**config.mk**
```make
export PLATFORM = sky130hd
export DESIGN_NAME = mips_multicycle_control_flat
export DESIGN_NICKNAME = d
export VERILOG_FILES = /design/src/rtl/mips_multicycle_control_pkg.sv /design/src/rtl/mips_multicycle_control_if.sv /design/src/rtl/mips_multicycle_control_alu_decoder.sv /design/src/rtl/mips_multicycle_control.sv /design/src/flat_wrapper.sv
export SDC_FILE = /design/constraint.sdc
export NUM_CORES = 1
export LEC_CHECK = 0
export CAP_MARGIN = 10
export CORE_AREA = 2 2 55 57
export CTS_CLUSTER_DIAMETER = 150
export DETAILED_ROUTE_END_ITERATION = 10
export DIE_AREA = 0 0 57 59
export GPL_TIMING_DRIVEN = 0
export PLACE_DENSITY_LB_ADDON = 0.05
export SLEW_MARGIN = 20
export SYNTH_ARGS = -nofsm -noshare
export SYNTH_HDL_FRONTEND = slang
export SYNTH_SLANG_ARGS = --single-unit
```
**constraint.sdc**
```tcl
create_clock -name clk -period 2.3 [get_ports clk]
set_clock_uncertainty 0.05 [all_clocks]
set_input_delay 0.46 -clock clk [delete_from_list [all_inputs] [get_ports clk]]
set_output_delay 0.46 -clock clk [all_outputs]
set_load 0.01 [all_outputs]
```
**src/rtl/mips_multicycle_control_pkg.sv**
```systemverilog
// Shared types and encodings for the multicycle MIPS control unit:
// FSM states, ALU operation codes, instruction fields and datapath mux selects.
package mips_ctrl_pkg;

    typedef enum logic [3:0] {
        FETCH,
        DECODE,
        EXEC_R,
        EXEC_I,
        MEM_ADDR,
        MEM_RD,
        MEM_WB,
        MEM_WR,
        ALU_WB,
        BRANCH,
        JUMP,
        JUMP_REG,
        HALT
    } state_t;

    // Coarse grouping of states as seen by the ALU decoder
    typedef enum logic [2:0] {
        CLS_FETCH,
        CLS_DECODE,
        CLS_EXEC_R,
        CLS_EXEC_I,
        CLS_MEM_ADDR,
        CLS_BRANCH,
        CLS_OTHER
    } alu_class_t;

    localparam logic [3:0] ALU_AND  = 4'b0000;
    localparam logic [3:0] ALU_OR   = 4'b0001;
    localparam logic [3:0] ALU_ADD  = 4'b0010;
    localparam logic [3:0] ALU_XOR  = 4'b0011;
    localparam logic [3:0] ALU_SLL  = 4'b0100;
    localparam logic [3:0] ALU_SRL  = 4'b0101;
    localparam logic [3:0] ALU_SUB  = 4'b0110;
    localparam logic [3:0] ALU_SLT  = 4'b0111;
    localparam logic [3:0] ALU_SRA  = 4'b1000;
    localparam logic [3:0] ALU_SLTU = 4'b1001;

    localparam logic [5:0] OP_RTYPE = 6'h00;
    localparam logic [5:0] OP_J     = 6'h02;
    localparam logic [5:0] OP_BEQ   = 6'h04;
    localparam logic [5:0] OP_BNE   = 6'h05;
    localparam logic [5:0] OP_ADDIU = 6'h09;
    localparam logic [5:0] OP_SLTI  = 6'h0A;
    localparam logic [5:0] OP_SLTIU = 6'h0B;
    localparam logic [5:0] OP_ANDI  = 6'h0C;
    localparam logic [5:0] OP_ORI   = 6'h0D;
    localparam logic [5:0] OP_XORI  = 6'h0E;
    localparam logic [5:0] OP_LW    = 6'h23;
    localparam logic [5:0] OP_SW    = 6'h2B;

    localparam logic [5:0] FN_SLL  = 6'h00;
    localparam logic [5:0] FN_SRL  = 6'h02;
    localparam logic [5:0] FN_SRA  = 6'h03;
    localparam logic [5:0] FN_JR   = 6'h08;
    localparam logic [5:0] FN_ADDU = 6'h21;
    localparam logic [5:0] FN_SUBU = 6'h23;
    localparam logic [5:0] FN_AND  = 6'h24;
    localparam logic [5:0] FN_OR   = 6'h25;
    localparam logic [5:0] FN_XOR  = 6'h26;
    localparam logic [5:0] FN_SLT  = 6'h2A;
    localparam logic [5:0] FN_SLTU = 6'h2B;

    localparam logic [1:0] PC_ALU_RESULT = 2'd0;
    localparam logic [1:0] PC_ALU_OUT    = 2'd1;
    localparam logic [1:0] PC_JUMP       = 2'd2;
    localparam logic [1:0] PC_RS         = 2'd3;

    localparam logic [1:0] SRCA_PC    = 2'd0;
    localparam logic [1:0] SRCA_RS    = 2'd1;
    localparam logic [1:0] SRCA_SHAMT = 2'd2;
    localparam logic [1:0] SRCA_RT    = 2'd3;

    localparam logic [2:0] SRCB_RT       = 3'd0;
    localparam logic [2:0] SRCB_FOUR     = 3'd1;
    localparam logic [2:0] SRCB_SIMM     = 3'd2;
    localparam logic [2:0] SRCB_ZIMM     = 3'd3;
    localparam logic [2:0] SRCB_SHAMT    = 3'd4;
    localparam logic [2:0] SRCB_SIMM_SH2 = 3'd5;

    function automatic alu_class_t class_of(input state_t s);
        case (s)
            FETCH:    return CLS_FETCH;
            DECODE:   return CLS_DECODE;
            EXEC_R:   return CLS_EXEC_R;
            EXEC_I:   return CLS_EXEC_I;
            MEM_ADDR: return CLS_MEM_ADDR;
            BRANCH:   return CLS_BRANCH;
            default:  return CLS_OTHER;
        endcase
    endfunction

endpackage

```
**src/rtl/mips_multicycle_control_if.sv**
```systemverilog
// Control-to-datapath bundle: instruction fields and flags in, strobes and selects out.
// The master side is the control unit, the slave side is the datapath/memory.
interface mips_multicycle_control_if;
    import mips_ctrl_pkg::*;

    logic [5:0] Opcode;
    logic [5:0] Funct;
    logic       Zero;
    logic       MemAck;
    logic       MemRead;
    logic       MemWrite;
    logic       IorD;
    logic       IRWrite;
    logic       PCWrite;
    logic [1:0] PCSrc;
    logic [1:0] ALUSrcA;
    logic [2:0] ALUSrcB;
    logic [3:0] ALUControl;
    logic       RegWrite;
    logic       RegDst;
    logic       MemToReg;
    logic       Active;

    modport master (
        input  Opcode, Funct, Zero, MemAck,
        output MemRead, MemWrite, IorD, IRWrite, PCWrite, PCSrc,
               ALUSrcA, ALUSrcB, ALUControl, RegWrite, RegDst, MemToReg, Active
    );

    modport slave (
        output Opcode, Funct, Zero, MemAck,
        input  MemRead, MemWrite, IorD, IRWrite, PCWrite, PCSrc,
               ALUSrcA, ALUSrcB, ALUControl, RegWrite, RegDst, MemToReg, Active
    );

endinterface

```
**src/rtl/mips_multicycle_control_alu_decoder.sv**
```systemverilog
// Combinational ALU decoder: picks the ALU operation and operand selects for
// the current state class, and flags R-type functs the machine does not support.
module alu_decoder
    import mips_ctrl_pkg::*;
(
    input  alu_class_t alu_class,
    input  logic [5:0] opcode,
    input  logic [5:0] funct,
    output logic [3:0] alu_control,
    output logic [1:0] alu_src_a,
    output logic [2:0] alu_src_b,
    output logic       illegal_funct
);

    always_comb begin
        alu_control   = ALU_ADD;
        alu_src_a     = SRCA_PC;
        alu_src_b     = SRCB_RT;
        illegal_funct = 1'b0;
        case (alu_class)
            CLS_FETCH:  alu_src_b = SRCB_FOUR;
            CLS_DECODE: alu_src_b = SRCB_SIMM_SH2;
            CLS_EXEC_R: begin
                alu_src_a = SRCA_RS;
                case (funct)
                    FN_ADDU: alu_control = ALU_ADD;
                    FN_SUBU: alu_control = ALU_SUB;
                    FN_AND:  alu_control = ALU_AND;
                    FN_OR:   alu_control = ALU_OR;
                    FN_XOR:  alu_control = ALU_XOR;
                    FN_SLT:  alu_control = ALU_SLT;
                    FN_SLTU: alu_control = ALU_SLTU;
                    FN_SLL: begin
                        alu_control = ALU_SLL;
                        alu_src_a   = SRCA_SHAMT;
                    end
                    FN_SRL: begin
                        alu_control = ALU_SRL;
                        alu_src_a   = SRCA_SHAMT;
                    end
                    // SRA routes rt through port A and the shift amount through port B
                    FN_SRA: begin
                        alu_control = ALU_SRA;
                        alu_src_a   = SRCA_RT;
                        alu_src_b   = SRCB_SHAMT;
                    end
                    default: illegal_funct = 1'b1;
                endcase
            end
            CLS_EXEC_I: begin
                alu_src_a = SRCA_RS;
                alu_src_b = SRCB_SIMM;
                case (opcode)
                    OP_SLTI:  alu_control = ALU_SLT;
                    OP_SLTIU: alu_control = ALU_SLTU;
                    OP_ANDI: begin
                        alu_control = ALU_AND;
                        alu_src_b   = SRCB_ZIMM;
                    end
                    OP_ORI: begin
                        alu_control = ALU_OR;
                        alu_src_b   = SRCB_ZIMM;
                    end
                    OP_XORI: begin
                        alu_control = ALU_XOR;
                        alu_src_b   = SRCB_ZIMM;
                    end
                    default: alu_control = ALU_ADD;
                endcase
            end
            CLS_MEM_ADDR: begin
                alu_src_a = SRCA_RS;
                alu_src_b = SRCB_SIMM;
            end
            CLS_BRANCH: begin
                alu_src_a   = SRCA_RS;
                alu_control = ALU_SUB;
            end
            default: ;
        endcase
    end

endmodule

```
**src/rtl/mips_multicycle_control.sv**
```systemverilog
// Multicycle MIPS control FSM: sequences fetch/decode/execute/memory/writeback
// and drives the datapath strobes and selects through the control interface.
module mips_multicycle_control
    import mips_ctrl_pkg::*;
(
    input logic                       clk,
    input logic                       rst_n,
    mips_multicycle_control_if.master bus
);

    state_t     state;
    state_t     next_state;
    logic       rd_dest;
    logic       illegal_funct;
    logic [3:0] alu_control;
    logic [1:0] alu_src_a;
    logic [2:0] alu_src_b;

    logic       mem_read;
    logic       mem_write;
    logic       iord;
    logic       ir_write;
    logic       pc_write;
    logic [1:0] pc_src;
    logic       reg_write;
    logic       reg_dst;
    logic       mem_to_reg;
    logic       active;

    alu_decoder u_alu_decoder (
        .alu_class     (class_of(state)),
        .opcode        (bus.Opcode),
        .funct         (bus.Funct),
        .alu_control   (alu_control),
        .alu_src_a     (alu_src_a),
        .alu_src_b     (alu_src_b),
        .illegal_funct (illegal_funct)
    );

    always_ff @(posedge clk or negedge rst_n) begin
        if (!rst_n) begin
            state <= FETCH;
        end else begin
            state <= next_state;
        end
    end

    // Remembers whether the pending ALU writeback targets rd (R-type) or rt (I-type)
    always_ff @(posedge clk or negedge rst_n) begin
        if (!rst_n) begin
            rd_dest <= 1'b0;
        end else if (state == DECODE) begin
            rd_dest <= (bus.Opcode == OP_RTYPE);
        end
    end

    always_comb begin
        next_state = state;
        mem_read   = 1'b0;
        mem_write  = 1'b0;
        iord       = 1'b0;
        ir_write   = 1'b0;
        pc_write   = 1'b0;
        pc_src     = PC_ALU_RESULT;
        reg_write  = 1'b0;
        reg_dst    = 1'b0;
        mem_to_reg = 1'b0;
        active     = 1'b1;
        case (state)
            FETCH: begin
                mem_read = 1'b1;
                if (bus.MemAck) begin
                    ir_write   = 1'b1;
                    pc_write   = 1'b1;
                    next_state = DECODE;
                end
            end
            DECODE: begin
                case (bus.Opcode)
                    OP_RTYPE: next_state = (bus.Funct == FN_JR) ? JUMP_REG : EXEC_R;
                    OP_ADDIU, OP_SLTI, OP_SLTIU,
                    OP_ANDI, OP_ORI, OP_XORI: next_state = EXEC_I;
                    OP_LW, OP_SW:             next_state = MEM_ADDR;
                    OP_BEQ, OP_BNE:           next_state = BRANCH;
                    OP_J:                     next_state = JUMP;
                    default:                  next_state = HALT;
                endcase
            end
            EXEC_R: next_state = illegal_funct ? HALT : ALU_WB;
            EXEC_I: next_state = ALU_WB;
            ALU_WB: begin
                reg_write  = 1'b1;
                reg_dst    = rd_dest;
                next_state = FETCH;
            end
            MEM_ADDR: next_state = (bus.Opcode == OP_SW) ? MEM_WR : MEM_RD;
            MEM_RD: begin
                mem_read = 1'b1;
                iord     = 1'b1;
                if (bus.MemAck) begin
                    next_state = MEM_WB;
                end
            end
            MEM_WB: begin
                reg_write  = 1'b1;
                mem_to_reg = 1'b1;
                next_state = FETCH;
            end
            MEM_WR: begin
                mem_write = 1'b1;
                iord      = 1'b1;
                if (bus.MemAck) begin
                    next_state = FETCH;
                end
            end
            BRANCH: begin
                pc_src     = PC_ALU_OUT;
                pc_write   = (bus.Opcode == OP_BNE) ? !bus.Zero : bus.Zero;
                next_state = FETCH;
            end
            JUMP: begin
                pc_src     = PC_JUMP;
                pc_write   = 1'b1;
                next_state = FETCH;
            end
            JUMP_REG: begin
                pc_src     = PC_RS;
                pc_write   = 1'b1;
                next_state = FETCH;
            end
            HALT: active = 1'b0;
            default: next_state = HALT;
        endcase
    end

    // Strobes are gated by reset so a request in flight drops before the next edge
    assign bus.MemRead    = mem_read & rst_n;
    assign bus.MemWrite   = mem_write & rst_n;
    assign bus.IRWrite    = ir_write & rst_n;
    assign bus.PCWrite    = pc_write & rst_n;
    assign bus.RegWrite   = reg_write & rst_n;
    assign bus.IorD       = iord;
    assign bus.PCSrc      = pc_src;
    assign bus.RegDst     = reg_dst;
    assign bus.MemToReg   = mem_to_reg;
    assign bus.Active     = active;
    assign bus.ALUControl = alu_control;
    assign bus.ALUSrcA    = alu_src_a;
    assign bus.ALUSrcB    = alu_src_b;

endmodule

```
**src/flat_wrapper.sv**
```systemverilog
// flat-port wrapper written by rule: the top's interface ports become plain ports
module mips_multicycle_control_flat import mips_ctrl_pkg::*;
  (clk, rst_n, bus_Opcode, bus_Funct, bus_Zero, bus_MemAck, bus_MemRead, bus_MemWrite, bus_IorD, bus_IRWrite, bus_PCWrite, bus_PCSrc, bus_ALUSrcA, bus_ALUSrcB, bus_ALUControl, bus_RegWrite, bus_RegDst, bus_MemToReg, bus_Active);
  mips_multicycle_control_if bus_i ();
  input logic clk;
  input logic rst_n;
  input wire logic [$bits(bus_i.Opcode)-1:0] bus_Opcode;
  input wire logic [$bits(bus_i.Funct)-1:0] bus_Funct;
  input wire logic [$bits(bus_i.Zero)-1:0] bus_Zero;
  input wire logic [$bits(bus_i.MemAck)-1:0] bus_MemAck;
  output wire logic [$bits(bus_i.MemRead)-1:0] bus_MemRead;
  output wire logic [$bits(bus_i.MemWrite)-1:0] bus_MemWrite;
  output wire logic [$bits(bus_i.IorD)-1:0] bus_IorD;
  output wire logic [$bits(bus_i.IRWrite)-1:0] bus_IRWrite;
  output wire logic [$bits(bus_i.PCWrite)-1:0] bus_PCWrite;
  output wire logic [$bits(bus_i.PCSrc)-1:0] bus_PCSrc;
  output wire logic [$bits(bus_i.ALUSrcA)-1:0] bus_ALUSrcA;
  output wire logic [$bits(bus_i.ALUSrcB)-1:0] bus_ALUSrcB;
  output wire logic [$bits(bus_i.ALUControl)-1:0] bus_ALUControl;
  output wire logic [$bits(bus_i.RegWrite)-1:0] bus_RegWrite;
  output wire logic [$bits(bus_i.RegDst)-1:0] bus_RegDst;
  output wire logic [$bits(bus_i.MemToReg)-1:0] bus_MemToReg;
  output wire logic [$bits(bus_i.Active)-1:0] bus_Active;
  assign bus_i.Opcode = bus_Opcode;
  assign bus_i.Funct = bus_Funct;
  assign bus_i.Zero = bus_Zero;
  assign bus_i.MemAck = bus_MemAck;
  assign bus_MemRead = bus_i.MemRead;
  assign bus_MemWrite = bus_i.MemWrite;
  assign bus_IorD = bus_i.IorD;
  assign bus_IRWrite = bus_i.IRWrite;
  assign bus_PCWrite = bus_i.PCWrite;
  assign bus_PCSrc = bus_i.PCSrc;
  assign bus_ALUSrcA = bus_i.ALUSrcA;
  assign bus_ALUSrcB = bus_i.ALUSrcB;
  assign bus_ALUControl = bus_i.ALUControl;
  assign bus_RegWrite = bus_i.RegWrite;
  assign bus_RegDst = bus_i.RegDst;
  assign bus_MemToReg = bus_i.MemToReg;
  assign bus_Active = bus_i.Active;
  mips_multicycle_control u_core (.clk(clk), .rst_n(rst_n), .bus(bus_i));
endmodule
```
==> qor.yml, run 1 <==
grtUsageTotal_pct: 23.0
clockBufferDepth: 2
rsz0062_at_grt: "yes"
synth_warnings: 0
finalHoldViolCount: 0
worstPathRequired_ns: 1.79
first_pass_iters: 4
drt_iter0_markers: 81
grt_max_degree: 11
fin_setup_tns_ns: -0.247
grt_pass1_vias: 1303
stdcell_count: 244
syn_nets: 176
netlist_area_um2: 1060
tightest_slew_ns: 0.616
synth-simple-area-share_pct: 44.8
worstPathMaxFanout: 7
die-area_um2: 3360
hold_path.class: "register to register"
critPathLaunchType: "register"
fp.dieH_um: 59
finalSetupViolCount: 4
place_area_um2: 1430
final_layout_size_suffix_gt1_share_pct: 33.8
nFillCells: 237
reg2reg_depth: 5
finalCriticalPeriod_ns: 2.42
clock.fmax_ghz: 0.412
grt_pass1_wl_um: 6130
synthArstFlopShare_pct: 100
finalNetCount: 230
holdPathStages: 2
cts.sink_count: 5
synth_edf_count: 0
slew_viol_final: 0
max_slew_margin_pct: 58.4
end_kind: "output port"
std_cell_rows: 19
multi_input_area_um2: 988
ir_drop_v: 0.000960
violations: "setup timing"
antenna_found_initial: 0
place_hpwl_um: 2710
route.vias.total: 1482
initial_core_util_pct: 39.3
fin_area_um2: 1790
worst_ep_arrival_time_ns: 1.91
dp_cells: 224
yosysUniqueCellTypes: 52
status: "finished, violations left"
synthAdderAreaFrac_pct: 0
core_um2: 2710
drt-total-wl_um: 4050
timing.final.crit_share_pct: 105
gp_congestion: 0.852
cts_tree: "done"
diodes: 0
drcViolationCount: 0
syn_area_per_cell_um2: 6.65
grt_overflow: 0
clk_latency_ns: 0.24
p_leak_nw: 0.784
synthToLayoutAreaGrowth_pct: 67.9
critPathKind: "register to output port"
register_area_um2: 126
whs_ns: 0.433
synth.area.mux_share_pct: 0.940
powerDensity_nw_per_um2: 701
cts_made_buffers: 3
cts_root_buf: "clkbuf_4"
ant_nets: 0
synth_top_family_by_area: "simple AND/OR/NAND/NOR gates"
power_mw: 1.25
max-cap-violations: 0
worst_slack_ns: -0.125
vias_per_cell: 6.07
wl_per_cell_um: 16.6
ys_seq_area_share_pct: 11.8
synthCells: 160
port-buffer-count: 33
dp_worst_setup_slack_ns: -0.901
io_pins: 36
die_x_um: 57
synth-compound-area-share_pct: 28.6
final_util_pct: 66.0
synth-seq-cells: 5
cts.htree.levels: 1
ys.flop_type: "dfrtp_1"
synth_xor_area_share_pct: 4.11
clk_pin_slew_ns: 0.04
-- path summary, 6_finish.rpt --
kind | start | to | slack [ns]
max | u_core.state[3]$_DFFE_PN0P_ | bus_ALUControl[1] | -0.12
max in group asynchronous | rst_n | u_core.state[3]$_DFFE_PN0P_ | 1.44
min in group asynchronous | rst_n | u_core.state[2]$_DFFE_PN0P_ | 0.59
min | u_core.rd_dest$_DFFE_PN0P_ | u_core.rd_dest$_DFFE_PN0P_ | 0.43
max reg2reg | u_core.state[3]$_DFFE_PN0P_ | u_core.state[2]$_DFFE_PN0P_ | 0.39
min reg2reg | u_core.rd_dest$_DFFE_PN0P_ | u_core.rd_dest$_DFFE_PN0P_ | 0.43
-- power by group --
part           switching (mW)  internal, mW  leakage [nW]
clock network          0.0353        0.0656        0.0150
registers              0.0329         0.128        0.0602
logic                   0.521         0.470         0.709
-- final cells by class --
| class | count | share of cell area [%] |
|---|---|---|
| Sequential cell | 5 | 7.07 |
| Timing Repair Buffer | 49 | 23.3 |
| Buffer | 15 | 8.61 |
| Multi-Input combinational cell | 131 | 55.3 |
| Tap cell | 31 | 2.17 |
| Inverter | 9 | 2.10 |
| Clock buffer | 4 | 1.47 |
-- critical path, stage by stage (launching register included) --
cell and delay (ns):
dfrtp_2 0.45, or4b_4 0.58, a41o_1 0.25, nor4_2 0.19
nor2_1 0.06, buf_2 0.14
-- sequential cells by signal (all words and copies together) (netlist names) --
| name | cells |
|---|---|
| u_core.state | 4 |
| u_core.rd_dest | 1 |
-- timing repair --
| action | in CTS | in global routing |
|---|---|---|
| gates resized for setup | 102 | 33 |
| hold buffers | 0 | 2 |
| buffers inserted | 12 | 2 |
| endpoints found under the setup margin | 19 | 17 |
| hold endpoints to repair | 0 | 3 |
| pin swaps | 13 | 7 |
-- metal layers --
layer	GRT usage (%)	part of all wire [%]
met2	39.6	50
met1	30.9	43
met3	5.02	6.1
met4	1.99	0.82
met5	0	0
-- cell usage in the layout (no fill, tap or decap), drive strengths merged, types with 3 or more instances in the layout --
cell type / n
nor4: 7
inv: 8
nand3: 4
nor4b: 3
dfrtp: 5
o21ai: 9
a21oi: 7
or3: 3
buf: 28
clkdlybuf4s15: 4
nor3b: 4
xor2: 3
clkbuf: 16
clkdlybuf4s50: 7
dlygate4sd2: 6
nor3: 8
nand2: 10
and2: 3
dlymetal6s2s: 5
nor2: 16
nand4: 3
and3: 3
nand2b: 4
nor2b: 7
-- logic make-up after synthesis --
kind of cell              count (synthesis)
xor gates and xnor gates                  5
buffers and inverters                    24
AOI/OAI and AO/OA                        42
muxes                                     1
DFF                                       5
and+or+nand+nor                          83
-- cell usage after synthesis (2+ instances only) --
cell	instances	area (µm²)
o21a_1	2	15.0
and3_1	3	18.8
a21oi_1	7	35.0
buf_6	2	22.5
or4_1	2	15.0
xnor2_1	2	17.5
nor4_1	7	43.8
nor3b_1	4	30.0
nand4_1	3	18.8
buf_1	2	7.51
nor2b_1	7	43.8
a41o_1	2	20.0
nand3_1	4	20.0
o211ai_1	2	15.0
nand2b_1	4	25.0
or3_1	2	12.5
a31oi_1	2	12.5
nor2_1	16	60.1
o21ai_0	8	40.0
nor4b_1	3	26.3
and2_1	3	18.8
xor2_1	3	26.3
dfrtp_1	5	125
nor3_1	8	40.0
nand2_1	10	37.5
o31a_1	2	17.5
clkbuf_1	11	41.3
inv_1	9	33.8
nand3b_1	2	15.0
Note: power is estimated with default switching activity, not from simulation.
==> run 2: changes to the inputs <==
Settings changed: REMOVE_ABC_BUFFERS from default to 1.
==> run 2 against run 1 <==
Against the previous run: the flow still finishes with violations (setup timing); sequential power is 2% lower; global-route usage decreased by 1.5 points; non-clock buffer count shrank 21; hold slack worse by 0.27 ns; sequential cell count did not move; die area is the same; via count down 6.2%; total power decreased by 8.7%; maximum frequency increased by 2.7%; sequential share of layout area is 1.3 points higher; critical path type unchanged.
==> qor.yml, run 2 (synthesis gave the netlist of run 1 again) <==
pwr-share-seq_pct: 13.7  # was 12.9%
grt_pass1_wl_um: 5760  # was 6130 µm
worstPathRequired_ns: 1.79  # about the same
swShare_pct: 48.6  # was 47.0%
io_pins: 36  # unchanged
drcViolationCount: 0  # unchanged
timing.final.crit_share_pct: 103  # was 105%
final_cell_mix: "nor2_1, nand2_1, buf_2, buf_4, inv_1"  # was buf_4, nor2_1, nand2_1
power_mw: 1.14  # was 1.25 mW
synthToLayoutAreaGrowth_pct: 45.6  # was 67.9%
whs_ns: 0.160  # was 0.433 ns
wl_per_cell_um: 16.1  # was 16.6 µm
p_leak_nw: 0.676  # was 0.784 nW
cts.htree.levels: 1  # unchanged
max-cap-violations: 0  # unchanged
clk_latency_ns: 0.24  # about the same
end_kind: "output port"  # unchanged
dp_cells: 211  # was 224
antenna_found_initial: 0  # unchanged
initial_core_util_pct: 39.3  # unchanged
final_common_cell: "nor2_1"  # was buf_4
worstPathCellList: "or4b_4, a41o_1, nor4_2, nor2_1, buf_2"  # unchanged
ctsHoldBuffers: 0  # unchanged
clockBufferDepth: 2  # unchanged
finalSetupViolCount: 4  # unchanged
worst_path_dominant_cell_family: "simple AND/OR/NAND/NOR gates"  # unchanged
clock.fmax_ghz: 0.423  # was 0.412 GHz
stdcell_count: 223  # was 244
p_clk_share_pct: 8.9  # was 8.1%
cts_made_buffers: 3  # unchanged
core_um2: 2710  # unchanged
ir_drop_v: 0.000759  # was 0.000960 V
cts_root_buf: "clkbuf_4"  # unchanged
drt_iter0_markers: 77  # was 81
largestRegisters: "u_core.state x4, u_core.rd_dest x1"  # unchanged
violations: "setup timing"  # unchanged
worst_slack_ns: -0.0614  # was -0.125 ns
place_hpwl_um: 2460  # was 2710 µm
switching_power_uw: 557  # was 590 µW
port-buffer-count: 35  # was 33
grt_max_degree: 18  # was 11
worst_ep_arrival_time_ns: 1.85  # was 1.91 ns
critPathKind: "register to output port"  # unchanged
die_x_um: 57  # unchanged
hold_path.class: "primary input to async pin"  # was register to register
grt_pass1_vias: 1162  # was 1303
final_layout_size_suffix_gt1_share_pct: 30.2  # was 33.8%
tightest_slew_ns: 0.454  # was 0.616 ns
rsz0062_at_grt: "yes"  # unchanged
worstPathMaxFanout: 3  # was 7
vias_per_cell: 6.23  # was 6.07
drt-total-wl_um: 3600  # was 4050 µm
ant_nets: 0  # unchanged
critPathBufInv: 1  # unchanged
cts_tree: "done"  # unchanged
regMostFlops: "u_core.state"  # unchanged
grt_overflow: 0  # unchanged
status: "finished, violations left"  # unchanged
slowest_delay_ns: 0.56  # was 0.58 ns
route.vias.total: 1390  # was 1482
largest_register_ffs: 4  # unchanged
first_pass_iters: 4  # unchanged
comb_power_share_pct: 77.4  # was 79.1%
clk_pin_slew_ns: 0.04  # about the same
gp_congestion: 0.862  # was 0.852
die-area_um2: 3360  # unchanged
max_slew_margin_pct: 69.5  # was 58.4%
fp.dieH_um: 59  # unchanged
std_cell_rows: 19  # unchanged
finalCriticalPeriod_ns: 2.36  # was 2.42 ns
intPower_uw: 588  # was 664 µW
finalNetCount: 209  # was 230
powerDensity_nw_per_um2: 738  # was 701 nW/µm²
slew_viol_final: 0  # unchanged
diodes: 0  # unchanged
finalHoldViolCount: 0  # unchanged
ff2ff_setup_slack_ns: 0.58  # was 0.39 ns
cts.sink_count: 5  # unchanged
grtUsageTotal_pct: 21.5  # was 23.0%
critPathLaunchType: "register"  # unchanged
slowest_stage: "or4b_4"  # unchanged
run 2: cell count changes in the layout (fill, tap and decap cells not counted), sizes merged:
cell / change
clkinvlp: -1
dlygate4sd3: -2
clkdlybuf4s15: -2
dlygate4sd2: -1
buf: -9
clkdlybuf4s50: -1
clkbuf: -6
inv: +1
run 2: path summary, 6_finish.rpt:
path,start,endpoint,cells past startpoint
min reg2reg,u_core.rd_dest$_DFFE_PN0P_,u_core.rd_dest$_DFFE_PN0P_,2
min in group clk,u_core.rd_dest$_DFFE_PN0P_,u_core.rd_dest$_DFFE_PN0P_,2
max,u_core.state[2]$_DFFE_PN0P_,bus_ALUControl[1],5
min,rst_n,u_core.rd_dest$_DFFE_PN0P_,1
max in group asynchronous,rst_n,u_core.state[2]$_DFFE_PN0P_,1
max reg2reg,u_core.state[2]$_DFFE_PN0P_,u_core.state[2]$_DFFE_PN0P_,4
run 2: layout make-up:
type                    count  area [µm²]
repair buffers             43         347
multi-input cells         131         975
inverters                   9        33.8
well taps                  31        38.8
flip-flops and latches      5         130
clock buffers               4        26.3
fillers                   267        1160
run 2: what timing repair did:
| item | in CTS | in global routing |
|---|---|---|
| cloned | 0 | 0 |
| buffers inserted | 5 | 3 |
| setup endpoints to repair | 21 | 15 |
| gates resized for setup | 98 | 31 |
| pin swaps | 7 | 7 |
run 2: routing by layer:
metal,wire (µm),track usage (%),vias up
met2,1740,33.8,58
met5,0,0,-
met1,1590,31.2,662
li1,-,-,666
met3,238,3.28,4
met4,27,4.65,0
run 2: power by group through the flow:
stage	sequential, mW	clock, mW	combinational (mW)
after CTS	0.156	0.103	0.828
after detailed placement	0.254	0	0.639
after global routing	0.161	0.114	0.954
final	0.157	0.102	0.886
after floorplan	0.210	0	0.371
after global placement	0.250	0	0.635
run 2: per-stage QoR:
| stage | setup WS, ns | TNS [ns] | utilization, % | area, µm² |
|---|---|---|---|---|
| 4_1_cts | -0.134 | -0.638 | 56.2 | 1520 |
| 2_1_floorplan | 0.103 | 0 | - | 993 |
| 6_report | -0.0614 | -0.178 | 57.2 | 1550 |
| 5_1_grt | -0.136 | -0.590 | 57.2 | 1550 |
| 3_5_place_dp | -1.14 | -8.28 | 51.0 | 1380 |
| 3_3_place_gp | -1.13 | -8.07 | 51.0 | 1380 |
==> run 3: changes to the inputs <==
Settings changed: CAP_MARGIN 10 to default.
==> results of run 3 <==
No change in the layout: final DEF, timing and power equal those of run 2.
